## src/rtl/bcd_conv_arbiter_if.sv

```systemverilog
// Request/response bundle between the BCD converter arbiter, its clients and the shared converter.
// The arbiter uses the slave modport; the client/converter side uses master.
interface bcd_conv_arbiter_if #(
   parameter int NREQ = 4
);
   localparam int IDW = (NREQ > 1) ? $clog2(NREQ) : 1;

   logic [NREQ-1:0]      req;
   logic [20*NREQ-1:0]   req_data;
   logic [NREQ-1:0]      ack;
   logic                 busy;
   logic [19:0]          conv_data;
   logic [3:0]           conv_unit;
   logic [3:0]           conv_ten;
   logic [3:0]           conv_hun;
   logic [3:0]           conv_tho;
   logic [3:0]           conv_t_tho;
   logic [3:0]           conv_h_hun;
   logic                 rsp_valid;
   logic [IDW-1:0]       rsp_id;
   logic [23:0]          rsp_bcd;
   logic                 rsp_ovf;

   modport slave (
      input  req, req_data,
      input  conv_unit, conv_ten, conv_hun, conv_tho, conv_t_tho, conv_h_hun,
      output ack, busy, conv_data,
      output rsp_valid, rsp_id, rsp_bcd, rsp_ovf
   );

   modport master (
      output req, req_data,
      output conv_unit, conv_ten, conv_hun, conv_tho, conv_t_tho, conv_h_hun,
      input  ack, busy, conv_data,
      input  rsp_valid, rsp_id, rsp_bcd, rsp_ovf
   );
endinterface

```

## src/rtl/bcd_conv_arbiter.sv

```systemverilog
// Round-robin arbiter sharing one free-running serial binary-to-BCD converter among NREQ clients.
// Holds the granted (clamped) operand for WAIT_CYCLES, then returns the digits tagged with the client id.
module bcd_conv_arbiter #(
   parameter int NREQ        = 4,
   parameter int WAIT_CYCLES = 90
) (
   input  logic                 sys_clk,
   input  logic                 sys_rst_n,
   bcd_conv_arbiter_if.slave    bus
);
   localparam int IDW = (NREQ > 1) ? $clog2(NREQ) : 1;
   localparam int CW  = $clog2(WAIT_CYCLES);
   localparam logic [19:0] MAX_VAL = 20'd999_999;

   typedef enum logic [1:0] {IDLE, WAIT, DONE} state_t;

   state_t          state_reg, state_next;
   logic [CW-1:0]   cnt_reg, cnt_next;
   logic [IDW-1:0]  ptr_reg, ptr_next;
   logic [IDW-1:0]  id_hold_reg, id_hold_next;
   logic            ovf_hold_reg, ovf_hold_next;
   logic [19:0]     conv_data_reg, conv_data_next;
   logic [NREQ-1:0] ack_reg, ack_next;
   logic            rsp_valid_reg, rsp_valid_next;
   logic [IDW-1:0]  rsp_id_reg, rsp_id_next;
   logic [23:0]     rsp_bcd_reg, rsp_bcd_next;
   logic            rsp_ovf_reg, rsp_ovf_next;

   logic [19:0]     operand [NREQ];
   logic            grant_found;
   logic [IDW-1:0]  grant_idx;
   logic [19:0]     grant_data;

   generate
      for (genvar gi = 0; gi < NREQ; gi++) begin : g_operand
         assign operand[gi] = bus.req_data[20*gi +: 20];
      end
   endgenerate

   // First set request at or above the pointer, wrapping around.
   always_comb begin
      int idx;
      grant_found = 1'b0;
      grant_idx   = '0;
      idx         = 0;
      for (int k = 0; k < NREQ; k++) begin
         idx = int'(ptr_reg) + k;
         if (idx >= NREQ) begin
            idx = idx - NREQ;
         end
         if (!grant_found && bus.req[idx]) begin
            grant_found = 1'b1;
            grant_idx   = IDW'(idx);
         end
      end
      grant_data = operand[grant_idx];
   end

   always_comb begin
      state_next     = state_reg;
      cnt_next       = cnt_reg;
      ptr_next       = ptr_reg;
      id_hold_next   = id_hold_reg;
      ovf_hold_next  = ovf_hold_reg;
      conv_data_next = conv_data_reg;
      ack_next       = '0;
      rsp_valid_next = 1'b0;
      rsp_id_next    = rsp_id_reg;
      rsp_bcd_next   = rsp_bcd_reg;
      rsp_ovf_next   = rsp_ovf_reg;
      case (state_reg)
         IDLE: begin
            if (grant_found) begin
               ack_next       = NREQ'(1) << grant_idx;
               conv_data_next = (grant_data > MAX_VAL) ? MAX_VAL : grant_data;
               ovf_hold_next  = (grant_data > MAX_VAL);
               id_hold_next   = grant_idx;
               ptr_next       = (grant_idx == IDW'(NREQ - 1)) ? '0 : grant_idx + IDW'(1);
               cnt_next       = '0;
               state_next     = WAIT;
            end
         end
         WAIT: begin
            cnt_next = cnt_reg + CW'(1);
            if (cnt_reg == CW'(WAIT_CYCLES - 1)) begin
               rsp_bcd_next = {bus.conv_h_hun, bus.conv_t_tho, bus.conv_tho,
                               bus.conv_hun, bus.conv_ten, bus.conv_unit};
               rsp_id_next  = id_hold_reg;
               rsp_ovf_next = ovf_hold_reg;
               state_next   = DONE;
            end
         end
         DONE: begin
            rsp_valid_next = 1'b1;
            state_next     = IDLE;
         end
         default: state_next = IDLE;
      endcase
   end

   always_ff @(posedge sys_clk or negedge sys_rst_n) begin
      if (!sys_rst_n) begin
         state_reg     <= IDLE;
         cnt_reg       <= '0;
         ptr_reg       <= '0;
         id_hold_reg   <= '0;
         ovf_hold_reg  <= 1'b0;
         conv_data_reg <= '0;
         ack_reg       <= '0;
         rsp_valid_reg <= 1'b0;
         rsp_id_reg    <= '0;
         rsp_bcd_reg   <= '0;
         rsp_ovf_reg   <= 1'b0;
      end else begin
         state_reg     <= state_next;
         cnt_reg       <= cnt_next;
         ptr_reg       <= ptr_next;
         id_hold_reg   <= id_hold_next;
         ovf_hold_reg  <= ovf_hold_next;
         conv_data_reg <= conv_data_next;
         ack_reg       <= ack_next;
         rsp_valid_reg <= rsp_valid_next;
         rsp_id_reg    <= rsp_id_next;
         rsp_bcd_reg   <= rsp_bcd_next;
         rsp_ovf_reg   <= rsp_ovf_next;
      end
   end

   assign bus.ack       = ack_reg;
   assign bus.busy      = (state_reg != IDLE);
   assign bus.conv_data = conv_data_reg;
   assign bus.rsp_valid = rsp_valid_reg;
   assign bus.rsp_id    = rsp_id_reg;
   assign bus.rsp_bcd   = rsp_bcd_reg;
   assign bus.rsp_ovf   = rsp_ovf_reg;
endmodule
```

## src/flat_wrapper.sv

```systemverilog
// flat-port wrapper written by rule: the top's interface ports become plain ports
module bcd_conv_arbiter_flat 
#(
   parameter int NREQ        = 4,
   parameter int WAIT_CYCLES = 90
)
  (sys_clk, sys_rst_n, bus_req, bus_req_data, bus_conv_unit, bus_conv_ten, bus_conv_hun, bus_conv_tho, bus_conv_t_tho, bus_conv_h_hun, bus_ack, bus_busy, bus_conv_data, bus_rsp_valid, bus_rsp_id, bus_rsp_bcd, bus_rsp_ovf);
  bcd_conv_arbiter_if #(.NREQ(NREQ)) bus_i ();
  input  logic sys_clk;
  input  logic sys_rst_n;
  input wire logic [$bits(bus_i.req)-1:0] bus_req;
  input wire logic [$bits(bus_i.req_data)-1:0] bus_req_data;
  input wire logic [$bits(bus_i.conv_unit)-1:0] bus_conv_unit;
  input wire logic [$bits(bus_i.conv_ten)-1:0] bus_conv_ten;
  input wire logic [$bits(bus_i.conv_hun)-1:0] bus_conv_hun;
  input wire logic [$bits(bus_i.conv_tho)-1:0] bus_conv_tho;
  input wire logic [$bits(bus_i.conv_t_tho)-1:0] bus_conv_t_tho;
  input wire logic [$bits(bus_i.conv_h_hun)-1:0] bus_conv_h_hun;
  output wire logic [$bits(bus_i.ack)-1:0] bus_ack;
  output wire logic [$bits(bus_i.busy)-1:0] bus_busy;
  output wire logic [$bits(bus_i.conv_data)-1:0] bus_conv_data;
  output wire logic [$bits(bus_i.rsp_valid)-1:0] bus_rsp_valid;
  output wire logic [$bits(bus_i.rsp_id)-1:0] bus_rsp_id;
  output wire logic [$bits(bus_i.rsp_bcd)-1:0] bus_rsp_bcd;
  output wire logic [$bits(bus_i.rsp_ovf)-1:0] bus_rsp_ovf;
  assign bus_i.req = bus_req;
  assign bus_i.req_data = bus_req_data;
  assign bus_i.conv_unit = bus_conv_unit;
  assign bus_i.conv_ten = bus_conv_ten;
  assign bus_i.conv_hun = bus_conv_hun;
  assign bus_i.conv_tho = bus_conv_tho;
  assign bus_i.conv_t_tho = bus_conv_t_tho;
  assign bus_i.conv_h_hun = bus_conv_h_hun;
  assign bus_ack = bus_i.ack;
  assign bus_busy = bus_i.busy;
  assign bus_conv_data = bus_i.conv_data;
  assign bus_rsp_valid = bus_i.rsp_valid;
  assign bus_rsp_id = bus_i.rsp_id;
  assign bus_rsp_bcd = bus_i.rsp_bcd;
  assign bus_rsp_ovf = bus_i.rsp_ovf;
  bcd_conv_arbiter #(.NREQ(NREQ), .WAIT_CYCLES(WAIT_CYCLES)) u_core (.sys_clk(sys_clk), .sys_rst_n(sys_rst_n), .bus(bus_i));
endmodule
```

## config.mk

```make
export PLATFORM = sky130hd
export DESIGN_NAME = bcd_conv_arbiter_flat
export DESIGN_NICKNAME = d
export VERILOG_FILES = /design/src/rtl/bcd_conv_arbiter_if.sv /design/src/rtl/bcd_conv_arbiter.sv /design/src/flat_wrapper.sv
export SDC_FILE = /design/constraint.sdc
export NUM_CORES = 1
export LEC_CHECK = 0
export CORE_UTILIZATION = 45
export DETAILED_ROUTE_END_ITERATION = 8
export DONT_BUFFER_PORTS = 1
export PLACE_DENSITY = 0.66
export SYNTH_ARGS = -nofsm -noshare
export SYNTH_HDL_FRONTEND = slang
export SYNTH_SLANG_ARGS = --single-unit
```

## constraint.sdc

```tcl
create_clock -name sys_clk -period 2.8 [get_ports sys_clk]
set_clock_uncertainty 0.15 [all_clocks]
set_input_delay 0.28 -clock sys_clk [delete_from_list [all_inputs] [get_ports sys_clk]]
set_output_delay 0.28 -clock sys_clk [all_outputs]
set_load 0.02 [all_outputs]
```

# Yosys cells after proc, flatten, opt, wreduce, memory -nomap -nowiden
# Index checks and enable logic that the tools add are counted.
# classes
div,0
addsub,9
n_reduce_logical,13
multipliers,0
magnitude_cmp,10
shifts,1
bitwise_logic,1
n_eq_ne,6
muxes,37
# op_table
operator,n
$lt A32 B4 Y1 const B,4
$mux W32,4
$ge A32 B4 Y1 const B,3
$sub A32 B4 Y32 const B,3
$mux W20,3
$bmux W20 S2,1
$gt A20 B20 Y1 const B,1
$mux W2,7
$pmux W7 S2,1
$mux W1,13
$bmux W1 S2,4
$mux W4,2
$reduce_and A2 Y1,4
$add A7 B1 Y7 const B,1
$eq A7 B7 Y1 const B,1
$mux W7,1
$add A2 B2 Y3 const B,2
$eq A2 B2 Y1 const B,2
$ne A2 B1 Y1 const B,2
$pmux W2 S2,1
$reduce_bool A2 Y1,2
$shl A1 B2 Y4 const A,1
$sub A2 B3 Y4 const B,1
$add A2 B1 Y3 const B,1
other kinds (8),12
# word_totals
in_bits,110
latchBits,0
reg_bits,66
ram_bits,0
memories,0
output_inout_bits,53
romBits,0
word_cells,88

# Logic depth before layout (Yosys ltp)
# Gate-level depths: netlist of the first run.
# depth
word_depth,21
depth_mapped,12
depth_no_buf,9

# Least setup slack after synthesis of the first run
# Ideal clock, no wire load.
# synth_timing
kind,reg-to-reg
startpoint,register u_core.ptr_reg[0]
endpoint,"register u_core.conv_data_reg[10], in the netlist u_core.bus.conv_data[10]"
path_buffers,1
setup_time_ps,125
required_time_ps,2525
period_less_slack_ps,2817
path_slack_ps,-17
t_arrival_ps,2542
path_stages_with_launch,10
cell_sequence,dfrtp_1 nand2b_1 nor2_1 or4_1 buf_2 inv_2 mux2_2 o41ai_4 a21boi_2 o21ai_1
# synth_between
elab_chain_cells,21
word_cells_on_any_way,48
cone_classes,7 x add/sub; 5 x order compare; 28 x mux; 1 x bitwise; 7 x reduce/logical
# synth_rtl
element,line_no,text
"start, declared",bcd_conv_arbiter.sv:19,"logic [IDW-1:0] ptr_reg, ptr_next;"
"start signal, assigned",bcd_conv_arbiter.sv:117,ptr_reg <= ptr_next;
branches (longest 21 deep; another with $sub A32 B4 Y32),--,
"end signal, assigned",bcd_conv_arbiter.sv:120,conv_data_reg <= conv_data_next;
"end, declared",bcd_conv_arbiter.sv:22,"logic [19:0] conv_data_reg, conv_data_next;"
# Several ways; the timed one is not identified. The select of a mux whose other input is x is not followed.
# A chain may end at the register's enable or synchronous reset.

# Worst setup path in the final report of the first run
# Same ends and word-level chain as after synthesis.

==> results.md, run 1 <==
- Max FO, Critical Path: 6
- First-pass GRT wire length: 14,460 um
- Yosys top cell area share: 47.38%
- Clock Pin Slew Worst Setup and Hold Paths: 0.08 ns
- Setup crit end kind: flip-flop
- Cells after synthesis: 384
- CTS max path bufs: 2
- DIE AREA: 8103 um^2
- Total number of vias: 2,850
- Most common cell after layout, fill and taps aside: nand2_1
- Global route total overflow: 0
- Net Count, Synth: 500
- DRT antenna net count: 0
- Post-synth EDFFs: 0
- Hold Crit Class: input pin to flip-flop
- Core area: 7370 um^2
- Clk Latency, worst-skew pair: 0.33 ns
- # IOs: 163
- Die Wd: 90.02 um
- Wire length per cell: 16.68 um
- Leakage: 0.001933 uW
- Largest net degree at the start of global routing: 67
- Critical path type: flip-flop to flip-flop
- Fill count: 682
- # setup viols final: 0
- Max FFs per register: 24
- Max H-tree Level: 3
- Maximum VDD drop: 0.5868 mV
- Port bufs: 0
- Cell row count: 31
- Outcome: finished clean
- RSZ-0062 raised after global routing: no
- Min Clock Period, post-route: 2.640 ns
- Half-perimeter wire length after placement: 6226 um
- CP max stage cell: or4_4
- Worst path buffer plus inverter count: 1
- DRC viols: 0
- Die height: 90.02 um
- Startpoint types: flip-flop
- Hold Vio Cnt, Final: 0
- Cell area after synthesis: 3486 um^2
- 1st-pass router iterations: 4
- Fin crit share: 94.30%
- Ys Warns: 0
- WL final: 8725 um
- Worst path cell trace: nand2b_1 -> nor2_1 -> or4_4 -> inv_4 -> mux2_2 -> o41ai_4 -> a21boi_4 -> o21ai_1
- Antenna cells: 0
- Top post-synthesis cells by area: dfrtp_1, nand2_1, mux2i_1, mux2_2, o21ai_0
- Max_cap viols: 0
- Final GP Congestion: 0.8330
- Share of post-route cells with drive strength above 1: 14.39%
- Root buf cell: clkbuf_8
- Layout area overhead: 20.85%
- Max-Slew Margin vs Limit: 69.84%
- Fmax: 378.7 MHz
- Sequential share of the synthesized area: 47.38%
- Initial antenna violation count: 0
- Number of global-route vias before repair: 2,958
- Fin util: 57.16%
- Largest area contributor in the netlist: dfrtp_1
- WHS: 0.08346 ns
- Worst endpoint required time: 2.87 ns
- Starting DRT DRC Count: 163
- Asr flop ratio synth: 100.0%
- P per Cell Area: 1110 nW/um^2
- Worst Path Arrival: 2.71 ns
- GRT Util Overall: 22.49%
- CTS Sinks: 66
- Worst-Margin Slew: 0.4518 ns
- Mean post-synth cell area: 9.078 um^2
- Main synth FF type: dfrtp_1
- Nets: 535
- Vias/cell: 5.449
- Slew Viols, Final: 0
- CTS tree: yes
- TritonCTS Buffers: 9
- TNS Setup: 0 ns
- Critical Path Max Stage Delay: 0.56 ns
- Post-synth cell types: 45
- Synth Register Bits: 66
- Starting density of the core: 47.30%
- Most frequent cells in the layout: nand2_1, dfrtp_1, mux2i_1, dlygate4sd3_1, o21ai_0
- Top delay family on crit path: compound AO/OA/AOI/OAI gates
==> repair_timing <==
action                     CTS  global route
hold buffers                26             0
hold endpoints to repair    90             0
setup buffers                1             2
pin swaps                    1             2
setup endpoints to repair    5            15
gates resized for setup      0             5
==> synthesized netlist by cell type, drive strengths merged (3+ instances only) <==
library cell / instances
and2: 5
a31oi: 11
o22ai: 6
a211oi: 7
nand2b: 3
buf: 8
nor2: 17
o21ai: 26
inv: 4
clkbuf: 11
mux2i: 28
and3: 6
a21oi: 6
dfrtp: 66
nand2: 138
mux2: 13
nand4: 3
ha: 6
==> worst reg2reg max path, cell delays in order, from the launching register on <==
cell	delay, ns
dfrtp_1	0.40
nand2b_1	0.11
nor2_1	0.06
or4_4	0.56
inv_4	0.11
mux2_2	0.38
o41ai_4	0.40
a21boi_4	0.27
o21ai_1	0.09
==> where the power goes <==
part	switching (uW)	total [uW]	leakage, uW	internal, uW
sequential	701	2040	0.000750	1340
combinational	883	1580	0.00105	696
clock	377	1060	0.000129	681
total	1960	4680	0.00193	2720
==> cell families (layout without fill, tap and decap cells) <==
family,Yosys count,in the layout,synth area share (%)
AND/OR/NAND/NOR,182,182,22.00
adder cells (fa/ha/maj),6,6,2.154
buffers and inverters,23,63,3.446
AO/OA/AOI/OAI,66,66,12.67
flip-flops,66,66,47.38
multiplexers,41,41,12.35
==> layer usage <==
| metal | vias up | global-route usage (%) | wire length (um) |
|---|---|---|---|
| met4 | 0 | 7.661 | 195 |
| li1 | 1381 | - | - |
| met3 | 18 | 7.191 | 509 |
| met2 | 93 | 38.61 | 4475 |
| met5 | - | 0 | 0 |
| met1 | 1358 | 26.49 | 3546 |
==> path summary, 6_finish.rpt <==
kind                                                       from                                    to  slack (ns)  cells past startpoint
worst max-delay path              u_core.ptr_reg[0]$_DFFE_PN0P_  u_core.bus.conv_data[10]$_DFFE_PN0P_        0.16                      8
worst max register to register    u_core.ptr_reg[0]$_DFFE_PN0P_  u_core.bus.conv_data[10]$_DFFE_PN0P_        0.16                      8
max in group asynchronous                             sys_rst_n         u_core.ptr_reg[1]$_DFFE_PN0P_        1.90                      2
worst min register to register  u_core.state_reg[0]$_DFFE_PN0P_        u_core.bus.rsp_valid$_DFF_PN0_        0.32                      1
min in group asynchronous                             sys_rst_n           u_core.bus.ack[3]$_DFF_PN0_        0.34                      2
worst min-delay path                                 bus_req[1]         u_core.ptr_reg[0]$_DFFE_PN0P_        0.08                      3
==> layout make-up <==
type | count | area (um^2) | share of cell area [%]
well taps | 99 | 123.9 | 2.940
repair buffers | 43 | 417.9 | 9.920
clock buffers | 9 | 123.9 | 2.940
multi-input cells | 295 | 1730 | 41.08
flip-flops and latches | 66 | 1653 | 39.23
clock inverters | 7 | 141.4 | 3.356
inverters | 4 | 22.52 | 0.5346
==> stage by stage <==
stage	setup slack [ns]	instances	cell area, um^2	total power (uW)
after floorplan	0.02065	384	3488	3134
after global placement	0.1050	478	3631	3488
after detailed placement	0.001360	478	3631	3554
after CTS	0.03497	521	4182	4675
after global routing	0.005049	523	4213	4976
final	0.1596	523	4213	4677
Power figures use the tool's default switching activity.
==> run 2: changes to the inputs <==
Settings changed: ABC_AREA from default to 1, CORE_UTILIZATION 45 to 58, PLACE_DENSITY 0.66 to 0.8.
==> results.md, run 2 <==
- Outcome: finished, violations left (was finished clean)
- Violated checks: design-rule violations
- Half-perimeter wire length after placement: 6446 um (was 6226 um)
- Max H-tree Level: 3 (unchanged)
- Largest area contributor in the netlist: dfrtp_1 (unchanged)
- Met1 GRT Util: 35.34% (was 26.49%)
- RR Startpoint: u_core.ptr_reg[0]$_DFFE_PN0P_ (unchanged)
- Final GP Congestion: 0.9228 (was 0.8330)
- Worst-Margin Slew: 0.6181 ns (was 0.4518 ns)
- Pre-CTS setup slack: 0.07786 ns (was 0.001360 ns)
- Startpoint types: flip-flop (unchanged)
- Clock Pin Slew Worst Setup and Hold Paths: 0.08 ns (about the same)
- Post-synth EDFFs: 0 (unchanged)
- Antenna cells: 0 (unchanged)
- Slew Viols, Final: 0 (unchanged)
- Total number of vias: 3,475 (was 2,850)
- DRC viols: 10 (was 0)
- Initial antenna violation count: 0 (unchanged)
- TNS Setup: 0 ns (unchanged)
- Hold Crit Class: input pin to flip-flop (unchanged)
- Wire length per cell: 16.65 um (was 16.68 um)
- Max FO, Critical Path: 7 (was 6)
- FF-to-FF End: u_core.bus.conv_data[9]$_DFFE_PN0P_ (was u_core.bus.conv_data[10]$_DFFE_PN0P_)
- Die height: 83.94 um (was 90.02 um)
- Cells after synthesis: 489 (was 384)
- DP Cell Count: 553 (was 478)
- Leakage: 0.002425 uW (was 0.001933 uW)
- Layout area overhead: 18.51% (was 20.85%)
- 1st-pass router iterations: 7 (was 4)
- Most common cell in the netlist: nand2_1 (unchanged)
- Commonest cells post-synth: nand2_1, dfrtp_1, nand3_1 (was nand2_1, dfrtp_1, mux2i_1)
- Core area: 6422 um^2 (was 7370 um^2)
- GRT Util Overall: 29.32% (was 22.49%)
- GR Util met2: 50.07% (was 38.61%)
- CTS max path bufs: 2 (unchanged)
- Max_cap viols: 0 (unchanged)
- CTS Sinks: 66 (unchanged)
- Critical path type: flip-flop to flip-flop (unchanged)
- R2R Setup Slk: 0.09 ns (was 0.16 ns)
- TritonCTS Buffers: 9 (unchanged)
- Setup crit end kind: flip-flop (unchanged)
- Pwr Total: 2046 uW (was 4677 uW)
- Most common cell after layout, fill and taps aside: nand2_1 (unchanged)
- Port bufs: 0 (unchanged)
- Most frequent cells in the layout: nand2_1, dfrtp_1, nand3_1, inv_1, mux2_2 (was nand2_1, dfrtp_1, mux2i_1, dlygate4sd3_1, o21ai_0)
- Starting density of the core: 60.63% (was 47.30%)
- Hold Path Sink: u_core.bus.conv_data[17]$_DFFE_PN0P_ (was u_core.ptr_reg[0]$_DFFE_PN0P_)
- Yosys top cell area share: 42.42% (was 47.38%)
- Max-Slew Margin vs Limit: 58.75% (was 69.84%)
- P per Cell Area: 443.4 nW/um^2 (was 1110 nW/um^2)
- Met3 Track Usage GR: 7.814% (was 7.191%)
- R2r worst-path depth: 18 (was 8)
- Global route total overflow: 0 (unchanged)
- Ys Warns: 0 (unchanged)
- Largest net degree at the start of global routing: 67 (unchanged)
- Post-synth cell types: 28 (was 45)
- Asr flop ratio synth: 100.0% (unchanged)
- Clk Latency, worst-skew pair: 0.35 ns (was 0.33 ns)
- # setup viols final: 0 (unchanged)
- # IOs: 163 (unchanged)
- Top post-synthesis cells by area: dfrtp_1, nand2_1, mux2_2, nand3_1, inv_1 (was dfrtp_1, nand2_1, mux2i_1, mux2_2, o21ai_0)
- Fill count: 474 (was 682)
- Vias/cell: 5.734 (was 5.449)
- Max FFs per register: 24 (unchanged)
- GR peak layer: met2 (unchanged)
- Synth Register Bits: 66 (unchanged)
- Net Count, Synth: 605 (was 500)
- Nets: 640 (was 535)
- WL final: 10,090 um (was 8725 um)
- DIE AREA: 7045 um^2 (was 8103 um^2)
- Root buf cell: clkbuf_8 (unchanged)
- Fin util: 71.85% (was 57.16%)
- Fin crit share: 96.61% (was 94.30%)
- Finished Layout Cells: 606 (was 523)
- Worst Path Arrival: 2.80 ns (was 2.71 ns)
- Worst endpoint required time: 2.89 ns (was 2.87 ns)
- CTS tree: yes (unchanged)
- Sequential share of the synthesized area: 42.42% (was 47.38%)
- Number of global-route vias before repair: 3,256 (was 2,958)
- Main synth FF type: dfrtp_1 (unchanged)
- Cell area after synthesis: 3894 um^2 (was 3486 um^2)
- Fmax: 369.7 MHz (was 378.7 MHz)
- Share of post-route cells with drive strength above 1: 21.55% (was 14.39%)
- Cell row count: 29 (was 31)
- Mean post-synth cell area: 7.963 um^2 (was 9.078 um^2)
- Hold Path Depth: 4 (was 3)
- Starting DRT DRC Count: 210 (was 163)
- Min Clock Period, post-route: 2.705 ns (was 2.640 ns)
- DRT antenna net count: 0 (unchanged)
- Die Wd: 83.94 um (was 90.02 um)
- PnR worst setup slack: 0.09478 ns (was 0.1596 ns)
- Hold Vio Cnt, Final: 0 (unchanged)
- Hold_sp: bus_req_data[17] (was bus_req[1])
- First-pass GRT wire length: 16,080 um (was 14,460 um)
- Maximum VDD drop: 0.4082 mV (was 0.5868 mV)
run 2: changes by cell type after synthesis, moves of 6 or more:
cell and change:
a211oi_1 -7, a31oi_1 -11, and3_1 -6, inv_1 +45, mux2_2 +15, mux2i_1 -28
nand2_1 +11, nand2_2 +19, nand3_1 +57, nand4_1 +17, nor2_1 +6, o21ai_0 -9
run 2: kinds of logic (layout without fill, tap and decap cells):
family / after synthesis / after routing / share of synthesized area (%)
mux: 27 / 27 / 7.808
compound gates: 30 / 30 / 4.338
fa+ha+maj: 6 / 6 / 1.928
simple gates: 282 / 284 / 33.55
flops: 66 / 66 / 42.42
buf+inv: 75 / 113 / 9.286
xor+xnor: 3 / 3 / 0.6749
run 2: metal layers:
| layer | wire length, um | vias to the layer above |
|---|---|---|
| li1 | - | 1662 |
| met1 | 3992 | 1646 |
| met2 | 5215 | 147 |
| met3 | 681 | 20 |
| met4 | 200 | 0 |
| met5 | 0 | - |
run 2: worst max-delay path, cell delays in order, from the launching register on:
cell	delay [ns]
dfrtp_2	0.47
buf_6	0.15
nand2_2	0.10
nand2_4	0.07
nand2_2	0.06
nand2_1	0.05
nand2_2	0.06
nand2_1	0.06
nand2_2	0.13
nand3_4	0.15
clkbuf_16	0.19
o211ai_1	0.29
nand2_1	0.11
nor2_2	0.10
nand2_2	0.09
nand2_4	0.10
nand2_4	0.09
nand2_4	0.11
nand2_2	0.06
run 2: area by class of cell:
type,instances,area (um^2),share of cell area [%]
clock buffers,9,123.9,2.684
flip-flops and latches,66,1654,35.85
clock inverters,7,77.57,1.681
multi-input cells,350,1946,42.16
inverters,51,201.4,4.366
repair buffers,46,515.5,11.17
well taps,77,96.34,2.088
run 2: worst max path at each step:
| stage | depth (start not counted) | end | start | slack (ns) |
|---|---|---|---|---|
| floorplan | 18 | u_core.bus.conv_data[0]$_DFFE_PN0P_ | u_core.ptr_reg[0]$_DFFE_PN0P_ | 0.48 |
| global placement | 19 | u_core.bus.conv_data[2]$_DFFE_PN0P_ | u_core.ptr_reg[0]$_DFFE_PN0P_ | 0.20 |
| detailed placement | 17 | u_core.bus.conv_data[3]$_DFFE_PN0P_ | u_core.ptr_reg[0]$_DFFE_PN0P_ | 0.08 |
| CTS | 17 | u_core.bus.conv_data[9]$_DFFE_PN0P_ | u_core.ptr_reg[0]$_DFFE_PN0P_ | 0.06 |
| global route | 18 | u_core.bus.conv_data[0]$_DFFE_PN0P_ | u_core.ptr_reg[0]$_DFFE_PN0P_ | -0.05 |
| finish | 18 | u_core.bus.conv_data[9]$_DFFE_PN0P_ | u_core.ptr_reg[0]$_DFFE_PN0P_ | 0.09 |
run 2: timing repair:
item	CTS	global route
hold endpoints to repair	90	0
hold buffers	26	0
buffers inserted	0	6
gates resized for setup	0	22
setup endpoints to repair	0	17
run 2: per-stage QoR:
step	area, um^2	hold slack, ns
after CTS	4429	0.07101
after global placement	3950	-0.1645
final	4614	0.08301
after global routing	4614	0.1024
after floorplan	3894	-0.1656
after detailed placement	3950	-0.1644
run 2: report_power, final:
| part | switching [uW] | total (uW) | internal, uW |
|---|---|---|---|
| Clock | 398 | 816 | 418 |
| Combinational | 158 | 278 | 120 |
| Sequential | 0 | 952 | 952 |
